### config.mk
export PLATFORM = sky130hd
export DESIGN_NAME = alu_pipe
export DESIGN_NICKNAME = d
export VERILOG_FILES = /design/src/rtl/riscv_pkg.sv /design/src/rtl/alu_pipe_stage.sv /design/src/rtl/alu_pipe.sv
export SDC_FILE = /design/constraint.sdc
export NUM_CORES = 2
export LEC_CHECK = 0
export ABC_AREA = 1
export BUFFER_PORTS_ARGS = -buffer_cell sky130_fd_sc_hd__buf_2
export CAP_MARGIN = 20
export CORE_UTILIZATION = 65
export CTS_BUF_LIST = sky130_fd_sc_hd__clkbuf_8
export DETAILED_ROUTE_END_ITERATION = 10
export HOLD_SLACK_MARGIN = 0.12
export PLACE_DENSITY = 0.92
export SLEW_MARGIN = 20
export SYNTH_ARGS = -nofsm -noshare
export SYNTH_HDL_FRONTEND = slang
export SYNTH_SLANG_ARGS = --single-unit
export TNS_END_PERCENT = 50
### constraint.sdc
create_clock -name clk -period 2.65 [get_ports clk]
set_clock_uncertainty 0.2 [all_clocks]
set_input_delay 0.1325 -clock clk [delete_from_list [all_inputs] [get_ports clk]]
set_output_delay 0.1325 -clock clk [all_outputs]
set_load 0.01 [all_outputs]
### src/rtl/riscv_pkg.sv
// Shared RISC-V execute-stage types: ALU opcode enumeration and pipe entry sizing.
// alu_op_t is append-only; existing encodings must never be renumbered.
package riscv_pkg;

  typedef enum logic [4:0] {
    ALU_ADD       = 5'd0,
    ALU_SUB       = 5'd1,
    ALU_SLL       = 5'd2,
    ALU_SLT       = 5'd3,
    ALU_SLTU      = 5'd4,
    ALU_XOR       = 5'd5,
    ALU_SRL       = 5'd6,
    ALU_SRA       = 5'd7,
    ALU_OR        = 5'd8,
    ALU_AND       = 5'd9,
    ALU_ADDW      = 5'd10,
    ALU_SUBW      = 5'd11,
    ALU_SLLW      = 5'd12,
    ALU_SRLW      = 5'd13,
    ALU_SRAW      = 5'd14,
    ALU_SH1ADD    = 5'd15,
    ALU_SH2ADD    = 5'd16,
    ALU_SH3ADD    = 5'd17,
    ALU_ADD_UW    = 5'd18,
    ALU_SH1ADD_UW = 5'd19,
    ALU_SH2ADD_UW = 5'd20,
    ALU_SH3ADD_UW = 5'd21,
    ALU_SLLI_UW   = 5'd22
  } alu_op_t;

  // Packed width of an alu_pipe_entry_t {result, tag, illegal}.
  function automatic int alu_entry_width(int xlen, int tag_w);
    return xlen + tag_w + 1;
  endfunction

endpackage

### src/rtl/alu_pipe_stage.sv
// One elastic register stage: holds a valid bit and an opaque payload.
// Loads whenever it is empty or its content is being taken downstream,
// so bubbles collapse even while the consumer stalls.
module alu_pipe_stage #(
  parameter int W = 8
) (
  input  logic         clk,
  input  logic         rst_n,
  input  logic         flush,
  input  logic         in_valid,
  output logic         in_ready,
  input  logic [W-1:0] in_data,
  output logic         out_valid,
  input  logic         out_ready,
  output logic [W-1:0] out_data
);

  assign in_ready = !out_valid || out_ready;

  // Valid/payload register; flush only kills the valid bit, data may stay stale.
  always_ff @(posedge clk or negedge rst_n) begin
    if (!rst_n) begin
      out_valid <= 1'b0;
      out_data  <= '0;
    end else begin
      if (flush) begin
        out_valid <= 1'b0;
      end else if (in_ready) begin
        out_valid <= in_valid;
      end
      if (in_ready) begin
        out_data <= in_data;
      end
    end
  end

endmodule

### src/rtl/alu_pipe.sv
// Elastic execute-stage integer ALU with STAGES register stages and a caller tag.
// Optional Zba support is enabled by defining ALU_PIPE_ZBA_EN; without it every
// Zba op is reported illegal and no Zba adders exist.
module alu_pipe
  import riscv_pkg::*;
#(
  parameter int XLEN   = 64,
  parameter int STAGES = 2,
  parameter int TAG_W  = 5
) (
  input  logic             clk,
  input  logic             rst_n,
  input  logic             flush,
  input  logic             in_valid,
  output logic             in_ready,
  input  alu_op_t          in_op,
  input  logic [XLEN-1:0]  in_a,
  input  logic [XLEN-1:0]  in_b,
  input  logic [TAG_W-1:0] in_tag,
  output logic             out_valid,
  input  logic             out_ready,
  output logic [XLEN-1:0]  out_result,
  output logic [TAG_W-1:0] out_tag,
  output logic             out_illegal
);

  typedef struct packed {
    logic [XLEN-1:0]  result;
    logic [TAG_W-1:0] tag;
    logic             illegal;
  } alu_pipe_entry_t;

  localparam int ENTRY_W = alu_entry_width(XLEN, TAG_W);
  localparam int SHW     = $clog2(XLEN);

  if (!(XLEN == 32 || XLEN == 64)) begin : g_bad_xlen
    $error("alu_pipe: XLEN must be 32 or 64");
  end
  if (STAGES < 1 || STAGES > 4) begin : g_bad_stages
    $error("alu_pipe: STAGES must be in 1..4");
  end

  logic [SHW-1:0]  shamt;
  logic [XLEN-1:0] a_uw;
  logic [XLEN-1:0] res;
  logic [31:0]     w32;
  logic            w_op;
  logic            uw_op;
  logic            ill;
  alu_pipe_entry_t entry_in;

  assign shamt = in_b[SHW-1:0];
  assign a_uw  = XLEN'(in_a[31:0]);

  // Operation decode and compute; illegal ops always produce a zero result.
  always_comb begin
    res   = '0;
    w32   = '0;
    w_op  = 1'b0;
    uw_op = 1'b0;
    ill   = 1'b0;
    case (in_op)
      ALU_ADD:  res = in_a + in_b;
      ALU_SUB:  res = in_a - in_b;
      ALU_SLL:  res = in_a << shamt;
      ALU_SLT:  res = XLEN'($signed(in_a) < $signed(in_b));
      ALU_SLTU: res = XLEN'(in_a < in_b);
      ALU_XOR:  res = in_a ^ in_b;
      ALU_SRL:  res = in_a >> shamt;
      ALU_SRA:  res = $signed(in_a) >>> shamt;
      ALU_OR:   res = in_a | in_b;
      ALU_AND:  res = in_a & in_b;
      ALU_ADDW: begin w_op = 1'b1; w32 = in_a[31:0] + in_b[31:0]; end
      ALU_SUBW: begin w_op = 1'b1; w32 = in_a[31:0] - in_b[31:0]; end
      ALU_SLLW: begin w_op = 1'b1; w32 = in_a[31:0] << in_b[4:0]; end
      ALU_SRLW: begin w_op = 1'b1; w32 = in_a[31:0] >> in_b[4:0]; end
      ALU_SRAW: begin w_op = 1'b1; w32 = $signed(in_a[31:0]) >>> in_b[4:0]; end
`ifdef ALU_PIPE_ZBA_EN
      ALU_SH1ADD:    res = in_b + (in_a << 1);
      ALU_SH2ADD:    res = in_b + (in_a << 2);
      ALU_SH3ADD:    res = in_b + (in_a << 3);
      ALU_ADD_UW:    begin uw_op = 1'b1; res = in_b + a_uw; end
      ALU_SH1ADD_UW: begin uw_op = 1'b1; res = in_b + (a_uw << 1); end
      ALU_SH2ADD_UW: begin uw_op = 1'b1; res = in_b + (a_uw << 2); end
      ALU_SH3ADD_UW: begin uw_op = 1'b1; res = in_b + (a_uw << 3); end
      ALU_SLLI_UW:   begin uw_op = 1'b1; res = a_uw << shamt; end
`else
      ALU_SH1ADD, ALU_SH2ADD, ALU_SH3ADD, ALU_ADD_UW, ALU_SH1ADD_UW,
      ALU_SH2ADD_UW, ALU_SH3ADD_UW, ALU_SLLI_UW: ill = 1'b1;
`endif
      default: ill = 1'b1;
    endcase
    if (w_op) begin
      if (XLEN == 64) begin
        res = XLEN'($signed(w32));
      end else begin
        ill = 1'b1;
      end
    end
    if (uw_op && XLEN != 64) begin
      ill = 1'b1;
    end
    if (ill) begin
      res = '0;
    end
  end

  assign entry_in = '{result: res, tag: in_tag, illegal: ill};

  logic [STAGES-1:0] s_valid;
  logic [STAGES-1:0] s_ready;
  alu_pipe_entry_t   s_q [STAGES];

  for (genvar gi = 0; gi < STAGES; gi++) begin : g_stage
    logic            up_valid;
    alu_pipe_entry_t up_data;
    logic            down_ready;

    if (gi == 0) begin : g_first
      assign up_valid = in_valid;
      assign up_data  = entry_in;
    end else begin : g_mid
      assign up_valid = s_valid[gi-1];
      assign up_data  = s_q[gi-1];
    end

    if (gi == STAGES - 1) begin : g_last
      assign down_ready = out_ready;
    end else begin : g_inner
      assign down_ready = s_ready[gi+1];
    end

    alu_pipe_stage #(.W(ENTRY_W)) u_stage (
      .clk       (clk),
      .rst_n     (rst_n),
      .flush     (flush),
      .in_valid  (up_valid),
      .in_ready  (s_ready[gi]),
      .in_data   (up_data),
      .out_valid (s_valid[gi]),
      .out_ready (down_ready),
      .out_data  (s_q[gi])
    );
  end

  assign in_ready    = s_ready[0] && !flush;
  assign out_valid   = s_valid[STAGES-1];
  assign out_result  = s_q[STAGES-1].result;
  assign out_tag     = s_q[STAGES-1].tag;
  assign out_illegal = s_q[STAGES-1].illegal;

endmodule
==> results of run 1 <==
## metrics by stage
stage	setup TNS [ps]	hold slack, ps	area [um2]	cells
3_3_place_gp	-52380	-35.1	41800	8150
2_1_floorplan	-46120	-363	33000	6511
4_1_cts	-28090	163	43000	8207
3_5_place_dp	-64850	-36.0	41800	8150
## per-layer routing
| layer | GRT usage, % | overflow |
|---|---|---|
| met1 | 91.5 | 225 |
| met2 | 107 | 1121 |
| met3 | 87.3 | 179 |
| met4 | 95.7 | 443 |
| met5 | 78.6 | 23 |
## repair_timing
item / CTS
hold endpoints to repair: 149
setup endpoints to repair: 64
resized for setup: 154
pin swaps: 38
buffers inserted: 14
cloned: 3
hold buffers: 9
## cell families after synthesis
group / Yosys count / share of synthesized area [%]
adder cells (fa/ha/maj): 227 / 8.68
flip-flops: 142 / 10.8
AO/OA/AOI/OAI: 653 / 11.0
AND/OR/NAND/NOR: 4320 / 55.1
buffers and inverters: 1132 / 13.4
XOR/XNOR: 37 / 0.983
==> flow_metrics.env, run 1 <==
export IMPL_grt_pass1_vias=61900
export IMPL_clock_sinks=142
export IMPL_dieHeight_um=227
export IMPL_yosys_most_used_dff="dfrtp_1"
export IMPL_grt_max_degree=128
export IMPL_synth_cell_types=54
export IMPL_groute_usage_overall_pct=95.0
export IMPL_synthTopCellsByArea="nand2_1, nand3_1, dfrtp_1"
export IMPL_fp_row_count=82
export IMPL_place_congestion=1.46
export IMPL_die_w_um=227
export IMPL_synth_top_cells_by_count="nand2_1, nand3_1, inv_1"
export IMPL_synthDominantCellAreaShare_pct=28.5
export IMPL_synth_nets=6881
export IMPL_synth_edf_count=0
export IMPL_cts_buffers=17
export IMPL_initial_core_util_pct=65.8
export IMPL_syn_area_mm2=0.0330
export IMPL_avgSynthCellArea_um2=5.06
export IMPL_haltStage="global routing (5_1_grt)"
export IMPL_boundaryPins=215
export IMPL_grt_overflow=1991
export IMPL_clock_path_buffers=2
export IMPL_ys_ff_latch=142
export IMPL_root_buffer="clkbuf_8"
export IMPL_ys_seq_area_share_pct=10.8
export IMPL_grt_pass1_wl_mm=372
export IMPL_syn_inst=6511
export IMPL_synth_most_common_cell="nand2_1"
export IMPL_htreeDepth=4
export IMPL_portBuffers=214
export IMPL_synth_top_cell_by_area="nand2_1"
export IMPL_toolErrorMsg="[ERROR GRT-0116] Global routing finished with congestion. Check the congestion regions in the DRC Viewer."
export IMPL_dp_slack_ps=-1250
export IMPL_status="stopped before the end"
export IMPL_yosys_warnings=0
export IMPL_synthArstFlopShare_pct=100
export IMPL_hpwl_mm=158
==> inputs of run 2 (changes only) <==
- CORE_UTILIZATION: 65 -> 40
- CTS_BUF_LIST: sky130_fd_sc_hd__clkbuf_8 -> default
- HOLD_SLACK_MARGIN: 0.12 -> default
- PLACE_DENSITY: 0.92 -> default
- PLACE_DENSITY_LB_ADDON: default -> 0.15
==> run 2 against run 1 <==
Net effect:
- synthesized cell count is the same
- the flow now finishes, with violations (negative setup slack)
- synthesized area is the same
==> flow_metrics.env, run 2 <==
export IMPL_status="finished, violations left"
export IMPL_violations="negative setup slack"
export IMPL_critical_path_top_delay_family="simple AND/OR/NAND/NOR gates"
export IMPL_grt_overflow=0
export IMPL_avgSynthCellArea_um2=5.06
export IMPL_grt_max_degree=103
export IMPL_min_period_ps=3380
export IMPL_grt_pass1_vias=47900
export IMPL_crit_cells=27
export IMPL_clock_sinks=142
export IMPL_synthXorXnorAreaFrac_pct=0.983
export IMPL_ys_seq_area_share_pct=10.8
export IMPL_worst_pin_slew_ps=965
export IMPL_finalHoldViolations=0
export IMPL_synthTopCellsByArea="nand2_1, nand3_1, dfrtp_1"
export IMPL_dieHeight_um=289
export IMPL_wl_mm=237
export IMPL_critical_path_required_ps=2860
export IMPL_start_kind="input pin"
export IMPL_clock_path_buffers=2
export IMPL_largest_reg_flops=140
export IMPL_synth_edf_count=0
export IMPL_mostFrequentLayoutCell="nand2_1"
export IMPL_die_area_mm2=0.0836
export IMPL_yosys_warnings=0
export IMPL_ir_worst_vdd_v=0.000396
export IMPL_synth_nets=6881
export IMPL_r2r_setup_slack_ps=320
export IMPL_top_register="g_stage.u_stage.out_data"
export IMPL_yosys_most_used_dff="dfrtp_1"
export IMPL_syn_inst=6511
export IMPL_power_per_cell_area_mw_per_mm2=317
export IMPL_antenna_found_initial=13
export IMPL_place_congestion=1.20
export IMPL_core_region_area_mm2=0.0811
export IMPL_hpwl_mm=197
export IMPL_cts_tree="yes"
export IMPL_finalPower_mw=15.1
export IMPL_synth_top_cell_by_area="nand2_1"
export IMPL_nNetsFinal=8373
export IMPL_synthDominantCellAreaShare_pct=28.5
export IMPL_groute_usage_overall_pct=54.9
export IMPL_drive_gt1_share_pct=24.6
export IMPL_period_share_pct=128
export IMPL_cp_slowest_stage_delay_ps=350
export IMPL_cp_num_buf_inv=5
export IMPL_slew_violations=0
export IMPL_r2r_start="g_stage[1].u_stage.out_valid"
export IMPL_clock_latency_ps=480
export IMPL_endpoint="g_stage[0].u_stage.out_data[43]"
export IMPL_reg2regPathDepth=9
export IMPL_cp_max_fo=8
export IMPL_synth_mux_area_share_pct=0
export IMPL_cpMaxStageDelayCell="ha_1"
export IMPL_root_buffer="clkbuf_16"
export IMPL_vias=53000
export IMPL_htreeDepth=4
export IMPL_synth_cell_types=54
export IMPL_synth_most_common_cell="nand2_1"
export IMPL_synthArstFlopShare_pct=100
export IMPL_synth_top_family_by_area="simple AND/OR/NAND/NOR gates"
export IMPL_arrival_ps=3590
export IMPL_maxCapViolations=0
export IMPL_portBuffers=214
export IMPL_drtIter0Drc=8394
export IMPL_reg_largest_list="g_stage.u_stage.out_data (140), g_stage.u_stage.out_valid (2)"
export IMPL_initial_core_util_pct=40.7
export IMPL_rr_endpoint="g_stage[0].u_stage.out_data[7]"
export IMPL_synthSimpleGateAreaFrac_pct=55.1
export IMPL_wl_per_cell_um=26.1
export IMPL_cp_end_kind="flip-flop"
export IMPL_area_delta_synth_final_pct=44.2
export IMPL_boundaryPins=215
export IMPL_fin_ws_ps=-731
export IMPL_p_leak_nw=27.7
export IMPL_die_w_um=289
export IMPL_via_per_inst=5.84
export IMPL_fmax_mhz=296
export IMPL_synth_fa_ha_area_share_pct=8.68
export IMPL_crit_start="in_b[1]"
export IMPL_detail_route_antenna_nets=0
export IMPL_num_fill_cells=8459
export IMPL_cts_buffers=17
export IMPL_clk_pin_slew_ps=80
export IMPL_ys_ff_latch=142
export IMPL_setup_viol=64
export IMPL_most_common_layout_cells="nand2_1, buf_4, nand3_1"
export IMPL_dp_slack_ps=-1240
export IMPL_maxSlewHeadroom_pct=35.7
export IMPL_drt_pass1_iter_count=10
export IMPL_fp_row_count=104
export IMPL_synth_top_cells_by_count="nand2_1, nand3_1, inv_1"
export IMPL_rsz0062_at_grt="true"
export IMPL_drc_errors=0
export IMPL_worst_setup_path_type="input pin to flip-flop"
export IMPL_hold_path_class="input pin to flip-flop"
export IMPL_syn_area_mm2=0.0330
export IMPL_synth_compound_gate_area_share_pct=11.0
export IMPL_grt_pass1_wl_mm=328
==> run 2: cell type report <==
cell class	instances	area, um2	area share, %
Antenna cell	8	20.0	0.0421
Clock buffer	18	439	0.924
Clock inverter	14	126	0.266
Inverter	853	3230	6.78
Multi-Input combinational cell	5237	25600	53.8
Sequential cell	142	3550	7.47
Tap cell	1060	1330	2.79
Timing Repair Buffer	1752	13300	27.9
==> run 2: through the flow <==
step / hold slack (ps) / utilization [%] / TNS, ps / area [um2] / instances
2_1_floorplan: -363 / - / -46120 / 33000 / 6511
3_3_place_gp: -74.2 / 56.7 / -69280 / 46000 / 9006
3_5_place_dp: -71.0 / 56.7 / -69160 / 46000 / 9006
4_1_cts: 78.7 / 58.3 / -28940 / 47200 / 9073
5_1_grt: 146 / 58.6 / -43270 / 47500 / 9079
6_report: 111 / 58.6 / -35690 / 47500 / 9084
==> run 2: cells by family (layout without fill, tap and decap cells) <==
family | count (synthesis) | count (layout)
AOI/OAI and AO/OA | 653 | 653
xor gates and xnor gates | 37 | 37
adders and majority gates | 227 | 227
buffers and inverters | 1132 | 2637
DFF | 142 | 142
other | 0 | 8
and+or+nand+nor | 4320 | 4320
==> run 2: how the worst min path moves through the flow <==
stage               slack, ps                              to  depth (start not counted)     start
floorplan                -360  g_stage[0].u_stage.out_data[0]                          0     rst_n
global placement          -70  g_stage[1].u_stage.out_data[7]                          1     rst_n
detailed placement        -70  g_stage[1].u_stage.out_data[7]                          1     rst_n
CTS                        80  g_stage[0].u_stage.out_data[6]                          7  in_op[2]
global route              150  g_stage[0].u_stage.out_data[6]                          7  in_op[2]
finish                    110  g_stage[0].u_stage.out_data[6]                          7  in_op[3]
==> run 2: report_power, final <==
| group | total, mW | switching (mW) | internal (mW) |
|---|---|---|---|
| clock network | 2.41 | 1.16 | 1.25 |
| logic | 10.1 | 6.32 | 3.79 |
| registers | 2.54 | 0.193 | 2.34 |
| total | 15.1 | 7.67 | 7.39 |
==> run 2: layer usage <==
layer | global-route usage [%] | up-vias | share of wire [%]
met5 | 0.568 | - | 0.044
met4 | 48.3 | 8 | 11
met3 | 21.1 | 992 | 16
met2 | 74.6 | 4346 | 37
met1 | 66.6 | 23900 | 36
li1 | - | 23800 | -
==> run 2: tightest hold or removal path: stages <==
cell and delay [ps]:
buf_2 130, buf_4 160, nor3_1 60, nand3_1 90, nand2_1 60, nand2_1 70
nand2_1 60
==> run 2: timing repair <==
item,4_1_cts,5_1_grt
gates cloned,3,0
endpoints found under the hold margin,149,0
hold buffers,10,0
pin swaps,36,23
gates resized for setup,76,79
endpoints found under the setup margin,64,65
buffers inserted,22,4
No activity file was read; power rests on OpenSTA's default activity.
